File: src/rtl/core_run_ctrl.sv
// Host-side sequencer for the 4-thread barrel RISC-V datapath: loads imem/dmem,
// runs the core until a mailbox store or a cycle-budget timeout, and reports status.
module core_run_ctrl #(
   parameter int           D_WIDTH         = 64,
   parameter int           ISTR_WIDTH      = 32,
   parameter logic [9:0]   DONE_ADDR       = 10'h3FC,
   parameter int           CORE_RST_CYCLES = 2,
   parameter int           DRAIN_CYCLES    = 4
) (
   input  logic                   clk,
   input  logic                   reset_n,
   input  logic                   cmd_valid,
   output logic                   cmd_ready,
   input  logic [1:0]             cmd_op,
   input  logic [8:0]             cmd_addr,
   input  logic [D_WIDTH-1:0]     cmd_data,
   output logic                   rsp_valid,
   input  logic                   rsp_ready,
   output logic [1:0]             rsp_code,
   output logic [D_WIDTH-1:0]     rsp_data,
   output logic                   busy,
   output logic [31:0]            cycle_count,
   output logic                   core_reset_n,
   output logic                   pc_en,
   output logic [31:0]            i_mem_addra,
   output logic [ISTR_WIDTH-1:0]  i_mem_din,
   output logic                   i_mem_we,
   output logic [7:0]             d_mem_addra,
   output logic [D_WIDTH-1:0]     d_mem_din,
   output logic                   d_mem_we,
   input  logic [D_WIDTH-1:0]     d_mem_out,
   input  logic                   mem_we,
   input  logic [9:0]             mem_addr_out,
   input  logic [63:0]            mem_data_out
);

   typedef enum logic [2:0] {
      IDLE, WR, RD_ADDR, RD_CAP, CRST, RUN, DRAIN, RSP
   } state_t;

   localparam logic [1:0] OP_WRITE_I = 2'b00;
   localparam logic [1:0] OP_WRITE_D = 2'b01;
   localparam logic [1:0] OP_RUN     = 2'b10;
   localparam logic [1:0] OP_READ_D  = 2'b11;

   localparam logic [1:0] RSP_READ    = 2'b00;
   localparam logic [1:0] RSP_DONE    = 2'b01;
   localparam logic [1:0] RSP_TIMEOUT = 2'b10;

   localparam int          CNT_W        = 8;
   localparam logic [CNT_W-1:0] CRST_LAST  = CNT_W'(CORE_RST_CYCLES - 1);
   localparam logic [CNT_W-1:0] DRAIN_LAST = CNT_W'(DRAIN_CYCLES - 1);

   state_t                  state_q, state_d;
   logic [CNT_W-1:0]        cnt_q, cnt_d;
   logic [31:0]             budget_q, budget_d;
   logic [31:0]             cycle_count_q, cycle_count_d;
   logic                    cmd_ready_q, cmd_ready_d;
   logic                    busy_q, busy_d;
   logic                    core_reset_n_q, core_reset_n_d;
   logic                    pc_en_q, pc_en_d;
   logic                    rsp_valid_q, rsp_valid_d;
   logic [1:0]              rsp_code_q, rsp_code_d;
   logic [D_WIDTH-1:0]      rsp_data_q, rsp_data_d;
   logic [31:0]             i_mem_addra_q, i_mem_addra_d;
   logic [ISTR_WIDTH-1:0]   i_mem_din_q, i_mem_din_d;
   logic                    i_mem_we_q, i_mem_we_d;
   logic [7:0]              d_mem_addra_q, d_mem_addra_d;
   logic [D_WIDTH-1:0]      d_mem_din_q, d_mem_din_d;
   logic                    d_mem_we_q, d_mem_we_d;

   logic                    run_done;
   logic                    run_timeout;

   assign run_done    = mem_we && (mem_addr_out == DONE_ADDR);
   assign run_timeout = (budget_q != 32'd0) && (cycle_count_q == budget_q);

   always_comb begin
      state_d        = state_q;
      cnt_d          = cnt_q;
      budget_d       = budget_q;
      cycle_count_d  = cycle_count_q;
      rsp_code_d     = rsp_code_q;
      rsp_data_d     = rsp_data_q;
      i_mem_addra_d  = i_mem_addra_q;
      i_mem_din_d    = i_mem_din_q;
      i_mem_we_d     = 1'b0;
      d_mem_addra_d  = d_mem_addra_q;
      d_mem_din_d    = d_mem_din_q;
      d_mem_we_d     = 1'b0;

      case (state_q)
         IDLE: begin
            if (cmd_valid) begin
               case (cmd_op)
                  OP_WRITE_I: begin
                     i_mem_we_d    = 1'b1;
                     i_mem_addra_d = {23'b0, cmd_addr};
                     i_mem_din_d   = cmd_data[ISTR_WIDTH-1:0];
                     state_d       = WR;
                  end
                  OP_WRITE_D: begin
                     d_mem_we_d    = 1'b1;
                     d_mem_addra_d = cmd_addr[7:0];
                     d_mem_din_d   = cmd_data;
                     state_d       = WR;
                  end
                  OP_READ_D: begin
                     d_mem_addra_d = cmd_addr[7:0];
                     state_d       = RD_ADDR;
                  end
                  OP_RUN: begin
                     budget_d      = cmd_data[31:0];
                     cycle_count_d = 32'd0;
                     cnt_d         = '0;
                     state_d       = CRST;
                  end
                  default: state_d = IDLE;
               endcase
            end
         end
         WR:      state_d = IDLE;
         RD_ADDR: state_d = RD_CAP;
         RD_CAP: begin
            rsp_data_d = d_mem_out;
            rsp_code_d = RSP_READ;
            state_d    = RSP;
         end
         CRST: begin
            if (cnt_q == CRST_LAST) begin
               // The first RUN cycle is counted as cycle 1, so the counter
               // equals the number of fetch-enabled cycles seen so far.
               cycle_count_d = 32'd1;
               state_d       = RUN;
            end else begin
               cnt_d = cnt_q + 1'b1;
            end
         end
         RUN: begin
            if (run_done) begin
               rsp_code_d = RSP_DONE;
               rsp_data_d = D_WIDTH'(mem_data_out);
               cnt_d      = '0;
               state_d    = DRAIN;
            end else if (run_timeout) begin
               rsp_code_d = RSP_TIMEOUT;
               rsp_data_d = D_WIDTH'(cycle_count_q);
               cnt_d      = '0;
               state_d    = DRAIN;
            end else if (cycle_count_q != 32'hFFFF_FFFF) begin
               cycle_count_d = cycle_count_q + 32'd1;
            end
         end
         DRAIN: begin
            if (cnt_q == DRAIN_LAST) begin
               state_d = RSP;
            end else begin
               cnt_d = cnt_q + 1'b1;
            end
         end
         RSP: begin
            if (rsp_ready) begin
               state_d = IDLE;
            end
         end
         default: state_d = IDLE;
      endcase

      // Status outputs are a pure function of the next state, registered below.
      cmd_ready_d    = (state_d == IDLE);
      busy_d         = (state_d != IDLE);
      core_reset_n_d = (state_d == RUN) || (state_d == DRAIN);
      pc_en_d        = (state_d == RUN);
      rsp_valid_d    = (state_d == RSP);
   end

   always_ff @(posedge clk or negedge reset_n) begin
      if (!reset_n) begin
         state_q        <= IDLE;
         cnt_q          <= '0;
         budget_q       <= 32'd0;
         cycle_count_q  <= 32'd0;
         cmd_ready_q    <= 1'b1;
         busy_q         <= 1'b0;
         core_reset_n_q <= 1'b0;
         pc_en_q        <= 1'b0;
         rsp_valid_q    <= 1'b0;
         rsp_code_q     <= 2'b00;
         rsp_data_q     <= '0;
         i_mem_addra_q  <= 32'd0;
         i_mem_din_q    <= '0;
         i_mem_we_q     <= 1'b0;
         d_mem_addra_q  <= 8'd0;
         d_mem_din_q    <= '0;
         d_mem_we_q     <= 1'b0;
      end else begin
         state_q        <= state_d;
         cnt_q          <= cnt_d;
         budget_q       <= budget_d;
         cycle_count_q  <= cycle_count_d;
         cmd_ready_q    <= cmd_ready_d;
         busy_q         <= busy_d;
         core_reset_n_q <= core_reset_n_d;
         pc_en_q        <= pc_en_d;
         rsp_valid_q    <= rsp_valid_d;
         rsp_code_q     <= rsp_code_d;
         rsp_data_q     <= rsp_data_d;
         i_mem_addra_q  <= i_mem_addra_d;
         i_mem_din_q    <= i_mem_din_d;
         i_mem_we_q     <= i_mem_we_d;
         d_mem_addra_q  <= d_mem_addra_d;
         d_mem_din_q    <= d_mem_din_d;
         d_mem_we_q     <= d_mem_we_d;
      end
   end

   assign cmd_ready    = cmd_ready_q;
   assign busy         = busy_q;
   assign cycle_count  = cycle_count_q;
   assign core_reset_n = core_reset_n_q;
   assign pc_en        = pc_en_q;
   assign rsp_valid    = rsp_valid_q;
   assign rsp_code     = rsp_code_q;
   assign rsp_data     = rsp_data_q;
   assign i_mem_addra  = i_mem_addra_q;
   assign i_mem_din    = i_mem_din_q;
   assign i_mem_we     = i_mem_we_q;
   assign d_mem_addra  = d_mem_addra_q;
   assign d_mem_din    = d_mem_din_q;
   assign d_mem_we     = d_mem_we_q;

endmodule

File: config.mk
export PLATFORM = sky130hd
export DESIGN_NAME = core_run_ctrl
export DESIGN_NICKNAME = d
export VERILOG_FILES = /design/src/rtl/core_run_ctrl.sv
export SDC_FILE = /design/constraint.sdc
export NUM_CORES = 1
export LEC_CHECK = 0
export ABC_CLOCK_PERIOD_IN_PS = 3210
export BUFFER_PORTS_ARGS = -buffer_cell sky130_fd_sc_hd__buf_2
export CORE_UTILIZATION = 35
export DETAILED_ROUTE_END_ITERATION = 10
export PLACE_DENSITY = 0.71
export SLEW_MARGIN = 20
export SYNTH_ARGS = -nofsm -noshare
export SYNTH_HDL_FRONTEND = slang
export SYNTH_SLANG_ARGS = --single-unit
export TNS_END_PERCENT = 30
File: constraint.sdc
create_clock -name clk -period 3.21 [get_ports clk]
set_input_delay 0.321 -clock clk [delete_from_list [all_inputs] [get_ports clk]]
set_output_delay 0.321 -clock clk [all_outputs]
set_load 0.01 [all_outputs]
==> results of run 1 <==
[timing repair]
| action | in CTS | in global routing |
|---|---|---|
| resized for setup | 0 | 0 |
| setup endpoints to repair | 0 | 0 |
| endpoints found under the hold margin | 122 | 0 |
| hold buffers | 51 | 0 |
[cells in the mapped netlist (20+ instances only)]
cell	number	area, µm²
clkbuf_1	50	187.7
a21oi_1	20	100.1
nand4_1	21	131.4
a21o_1	35	262.8
nand2_1	224	840.8
mux2i_1	107	1071
a22o_1	35	306.5
dfrtp_1	260	6506
mux2_2	84	945.9
buf_4	25	187.7
nand3_1	29	145.1
nor4_1	31	193.9
xor2_1	32	280.3
[cells by family after synthesis]
family / synth area share (%)
flops: 52.76
other cells: 0.03029
xor+xnor: 2.264
compound gates: 8.206
mux: 16.29
buf+inv: 4.032
simple gates: 16.11
fa+ha+maj: 0.3032
[metal layers]
metal	global-route usage (%)	up-vias
li1	-	4967
met1	28.72	5326
met2	41.51	510
met3	5.018	71
met4	8.033	2
met5	0	-
[area by class of cell]
| class | instances | area [µm²] | area share [%] |
|---|---|---|---|
| clock inverter | 17 | 230.2 | 1.382 |
| sequential | 261 | 6533 | 39.20 |
| multi-input combinational | 794 | 5472 | 32.84 |
| tap | 455 | 569.3 | 3.416 |
| timing repair buffer | 521 | 3035 | 18.22 |
| antenna | 1 | 2.502 | 0.01502 |
| clock buffer | 35 | 788.3 | 4.730 |
| inverter | 9 | 33.78 | 0.2027 |
[critical path, cell delays in order, from the launching register on]
cell and delay (ns):
dfrtp_1 0.54, xor2_1 0.25, nor4_1 0.45, nand4_1 0.28
nor4_4 0.71, buf_4 0.38, nor4_1 0.10, mux2i_1 0.13
[power breakdown]
| part | total, mW | internal (mW) | leakage [nW] | switching (mW) |
|---|---|---|---|---|
| sequential | 5.40 | 4.54 | 3.44 | 0.860 |
| combinational | 4.71 | 2.07 | 5.04 | 2.63 |
| clock | 3.58 | 2.15 | 0.489 | 1.43 |
| total | 13.7 | 8.76 | 8.97 | 4.92 |
[worst max path at each step]
stage / endpoint / cells after the start
finish: cycle_count[4] / 7
global route: cycle_count[4] / 7
CTS: cycle_count[2] / 7
detailed placement: cycle_count[8] / 7
global placement: cycle_count[2] / 7
floorplan: cycle_count[29] / 9
[state kept, by name (all words and copies together) (netlist names), 2 cells and up]
register,cells
budget_q,32
cnt_q,8
cycle_count,32
d_mem_addra,8
d_mem_din,64
i_mem_addra,9
i_mem_din,32
rsp_code,2
rsp_data,64
state_q,3
[per-stage QoR]
step,std cells,hold WS [ns],total power [mW]
after floorplan,1159,0.02541,7.875
after global placement,1989,0.3432,9.914
after detailed placement,1989,0.3464,10.07
after CTS,2092,0.0001411,13.77
after global routing,2093,0.01713,14.46
final,2093,0.02217,13.69
==> impl_metrics.env, run 1 <==
export IMPL_route_met3_wl_um=3416
export IMPL_worstPathArrival_ns=3.41
export IMPL_postLayoutSetupSlackWorst_ns=0.2387
export IMPL_pin_count=459
export IMPL_grt_pass1_vias=10800
export IMPL_wl_met2_um=22100
export IMPL_seq_area_frac_synth_pct=52.76
export IMPL_layout_commonest_cell="buf_2"
export IMPL_synth_async_reset_ratio_pct=100.0
export IMPL_hp_start="cmd_data[3]"
export IMPL_placed_cell_area_mm2=0.01513
export IMPL_synth_flop_cell="dfrtp_1"
export IMPL_cap_violations=0
export IMPL_start_util_pct=35.67
export IMPL_r2r_cells=7
export IMPL_die_area_mm2=0.03613
export IMPL_hpwl_um=31670
export IMPL_synthDistinctLibCells=54
export IMPL_min_path_type="primary input to register"
export IMPL_post_cts_setup_buffer_count=0
export IMPL_status="finished clean"
export IMPL_layout_common_cells="buf_2 (434), dfrtp_1 (260), nand2_1 (224)"
export IMPL_finalCritPeriodShare_pct=92.56
export IMPL_r2r_start="cycle_count[16]"
export IMPL_cts_sinks=261
export IMPL_portBuffers=435
export IMPL_drive_gt1_share_pct=37.75
export IMPL_fp_dieH_um=190.1
export IMPL_antenna_found_initial=2
export IMPL_cp_start_kind="register"
export IMPL_grt_pass1_wl_um=64890
export IMPL_relSlewSlack_pct=42.30
export IMPL_min_period_ns=2.971
export IMPL_routed_wl_um=44190
export IMPL_synthCells=1137
export IMPL_worstSetupPathType="register to register"
export IMPL_peakVddDrop_mv=0.5564
export IMPL_crit_fanout=21
export IMPL_hold_viol=0
export IMPL_setup_violations_final=0
export IMPL_synth_avg_cell_area_um2=10.89
export IMPL_cts_root_buf="clkbuf_16"
export IMPL_cts_buffers=29
export IMPL_post_route_util_pct=48.00
export IMPL_fin_skew_ns=0.01632
export IMPL_wl_per_cell_um=21.11
export IMPL_top_layer_used="met5"
export IMPL_min_path_cells=3
export IMPL_grt_setup_unrepaired="false"
export IMPL_ys_seq_elements=261
export IMPL_grt_max_degree=75
export IMPL_cts_tree="built"
export IMPL_crit_start="cycle_count[16]"
export IMPL_worst_setup_path_end_kind="register"
export IMPL_worstPathRequired_ns=3.65
export IMPL_p_leak_nw=8.967
export IMPL_vias_per_cell=5.196
export IMPL_die_x_um=190.1
export IMPL_finalMaxSlewViolations=0
export IMPL_gp_congestion=0.9086
export IMPL_std_cell_rows=68
export IMPL_clkTransAtPathRegs_ns=0.06
export IMPL_r2r_end="cycle_count[4]"
export IMPL_fin_nets=1837
export IMPL_holdPathEnd="d_mem_din[3]"
export IMPL_dr_pass1_iters=5
export IMPL_setup_tns_ns=0
export IMPL_insertion_delay_ns=0.57
export IMPL_drcViolationCount=0
export IMPL_fin_area_mm2=0.01666
export IMPL_synthToLayoutAreaGrowth_pct=34.59
export IMPL_synth_edff_count=0
export IMPL_met1_length_um=17390
export IMPL_cts_buffer_depth=3
export IMPL_antenna_left=0
export IMPL_dpl_worst_slack_ns=0.2917
export IMPL_synth_cell_area_mm2=0.01238
export IMPL_fill_cells=3143
export IMPL_tightest_slew_ns=0.8590
export IMPL_drt_iter0_markers=666
export IMPL_htreeDepth=1
export IMPL_route_vias_total=10880
export IMPL_pwr_density_cell_mw_per_mm2=821.3
export IMPL_overflow=0
export IMPL_core_area_mm2=0.03471
export IMPL_fmax_mhz=336.6
export IMPL_grt_use_total_pct=23.71
export IMPL_yosys_warnings=0
export IMPL_r2r_slack_ns=0.24
Power figures use the tool's default switching activity.
==> inputs of run 2 (changes only) <==
--- a/config.mk
+++ b/config.mk
@@ -7,8 +7,8 @@
 export LEC_CHECK = 0
 export ABC_CLOCK_PERIOD_IN_PS = 3210
-export BUFFER_PORTS_ARGS = -buffer_cell sky130_fd_sc_hd__buf_2
 export CORE_UTILIZATION = 35
 export DETAILED_ROUTE_END_ITERATION = 10
-export PLACE_DENSITY = 0.71
+export DONT_BUFFER_PORTS = 1
+export PLACE_DENSITY = 0.6
 export SLEW_MARGIN = 20
 export SYNTH_ARGS = -nofsm -noshare
==> constraint.sdc (replaced) <==
create_clock -name clk -period 3.21 [get_ports clk]
set_input_delay 0.642 -clock clk [delete_from_list [all_inputs] [get_ports clk]]
set_output_delay 0.642 -clock clk [all_outputs]
set_load 0.01 [all_outputs]
==> run 2 against run 1 <==
The flow now finishes with violations (hold timing). Register-to-register slack better by 0.16 ns. Non-clock buffer count down 474. Combinational power down 46%. Sequential power up 14%. Sequential cell count unchanged. Routed wire length down 15%. Count of clock-buffer cells in the layout up 5. Fmax up 5.7%.
==> impl_metrics.env, run 2 (synthesized netlist as in run 1, its figures left out) <==
export IMPL_status="finished, violations left"
export IMPL_violations="hold timing"
export IMPL_fin_area_mm2=0.01405
export IMPL_finalCritPeriodShare_pct=87.55
export IMPL_dpl_worst_slack_ns=0.4653
export IMPL_crit_start="cycle_count[21]"
export IMPL_antenna_left=0
export IMPL_setup_violations_final=0
export IMPL_instances_no_fill=1619
export IMPL_path_delay_family="simple AND/OR/NAND/NOR gates"
export IMPL_route_vias_total=8847
export IMPL_r2r_end="rsp_data[6]"
export IMPL_whs_ns=-0.2388
export IMPL_fin_nets=1363
export IMPL_grt_setup_unrepaired="false"
export IMPL_cts_tree="built"
export IMPL_r2r_start="cycle_count[21]"
export IMPL_vias_per_cell=5.464
export IMPL_synthToLayoutAreaGrowth_pct=13.52
export IMPL_std_cell_rows=68
export IMPL_cp_buffers_inverters=2
export IMPL_fin_skew_ns=0.02113
export IMPL_die_area_mm2=0.03613
export IMPL_worstPathRequired_ns=3.63
export IMPL_dp_cells=1566
export IMPL_cp_endpoint="rsp_data[6]"
export IMPL_die_x_um=190.1
export IMPL_layout_common_cells="dfrtp_1 (260), nand2_1 (224), mux2i_1 (107)"
export IMPL_cts_root_buf="clkbuf_16"
export IMPL_ctsResizeCount=0
export IMPL_routed_wl_um=37690
export IMPL_cts_buffer_depth=3
export IMPL_start_util_pct=35.67
export IMPL_hpwl_um=27250
export IMPL_pwr_density_cell_mw_per_mm2=878.1
export IMPL_worst_setup_path_end_kind="register"
export IMPL_drt_iter0_markers=454
export IMPL_setup_tns_ns=0
export IMPL_antenna_found_initial=1
export IMPL_min_path_type="primary input to asynchronous set/reset pin"
export IMPL_crit_chain="xor2_1, nor4_1, nand4_1, nor4_4, buf_12, nor2_4, buf_4, mux2i_1"
export IMPL_placed_cell_area_mm2=0.01302
export IMPL_insertion_delay_ns=0.58
export IMPL_r2r_cells=8
export IMPL_fmax_mhz=355.8
export IMPL_gp_congestion=0.8597
export IMPL_cts_sinks=261
export IMPL_fp_dieH_um=190.1
export IMPL_slowest_stage="dfrtp_1"
export IMPL_peakVddDrop_mv=0.4854
export IMPL_finalMaxSlewViolations=0
export IMPL_relSlewSlack_pct=42.59
export IMPL_portBuffers=0
export IMPL_grt_max_degree=262
export IMPL_crit_path_max_incr_delay_ns=0.53
export IMPL_r2r_slack_ns=0.40
export IMPL_cp_start_kind="register"
export IMPL_fin_total_pwr_mw=12.34
export IMPL_wl_per_cell_um=23.28
export IMPL_crit_fanout=52
export IMPL_layout_commonest_cell="dfrtp_1"
export IMPL_htreeDepth=1
export IMPL_drive_gt1_share_pct=16.49
export IMPL_worstSetupPathType="register to register"
export IMPL_pin_count=459
export IMPL_overflow=0
export IMPL_drcViolationCount=0
export IMPL_postLayoutSetupSlackWorst_ns=0.3995
export IMPL_cts_buffers=29
export IMPL_p_leak_nw=6.881
export IMPL_tightest_slew_ns=0.8611
export IMPL_grt_pass1_vias=8805
export IMPL_clkTransAtPathRegs_ns=0.06
export IMPL_crit_cells=8
export IMPL_post_cts_setup_buffer_count=0
export IMPL_hold_viol=260
export IMPL_worstPathArrival_ns=3.23
export IMPL_core_area_mm2=0.03471
export IMPL_grt_pass1_wl_um=54830
export IMPL_grt_use_total_pct=20.20
export IMPL_min_period_ns=2.810
export IMPL_n_antenna_cell=0
export IMPL_dr_pass1_iters=4
export IMPL_cap_violations=0
## run 2: cell count changes in the layout (fill, tap and decap cells not counted), moves of 2 or more
cell	delta
clkbuf_1	+3
clkinvlp_4	-3
buf_4	+13
inv_6	-2
clkbuf_8	+2
buf_2	-434
dlygate4sd3_1	-51
## run 2: layer usage
layer	routed length [µm]	GRT usage (%)	vias up
li1	-	-	3996
met1	15400	25.48	4348
met2	17940	33.24	452
met3	3447	5.848	49
met4	888	6.266	2
met5	17	0	-
## run 2: power breakdown
| part | internal (mW) | switching, mW |
|---|---|---|
| Sequential | 4.54 | 1.63 |
| Combinational | 1.26 | 1.30 |
| Clock | 2.20 | 1.41 |
| Total | 8.01 | 4.33 |
## run 2: cell type report
| cell class | instances | area, µm² |
|---|---|---|
| flip-flops and latches | 261 | 6533 |
| clock buffers | 40 | 827.0 |
| repair buffers | 47 | 415.4 |
| well taps | 455 | 569.3 |
| multi-input cells | 794 | 5466 |
| inverters | 9 | 33.78 |
| fillers | 3368 | 20660 |
| clock inverters | 13 | 210.2 |
## run 2: worst min path at each step
stage	from	end	slack, ns	cells after the start
2_1_floorplan	reset_n	budget_q[0]	0.35	0
6_report	reset_n	rsp_data[16]	-0.24	0
5_1_grt	reset_n	rsp_data[16]	-0.28	0
4_1_cts	reset_n	rsp_data[16]	-0.27	0
3_5_place_dp	reset_n	rsp_data[16]	0.36	0
3_3_place_gp	reset_n	rsp_data[20]	0.35	0
## run 2: metrics by stage
step           hold slack, ns  utilization (%)
3_3_place_gp           0.3531            37.50
5_1_grt               -0.2758            40.49
4_1_cts               -0.2687            40.49
2_1_floorplan          0.3464                -
6_report              -0.2388            40.49
3_5_place_dp           0.3576            37.50
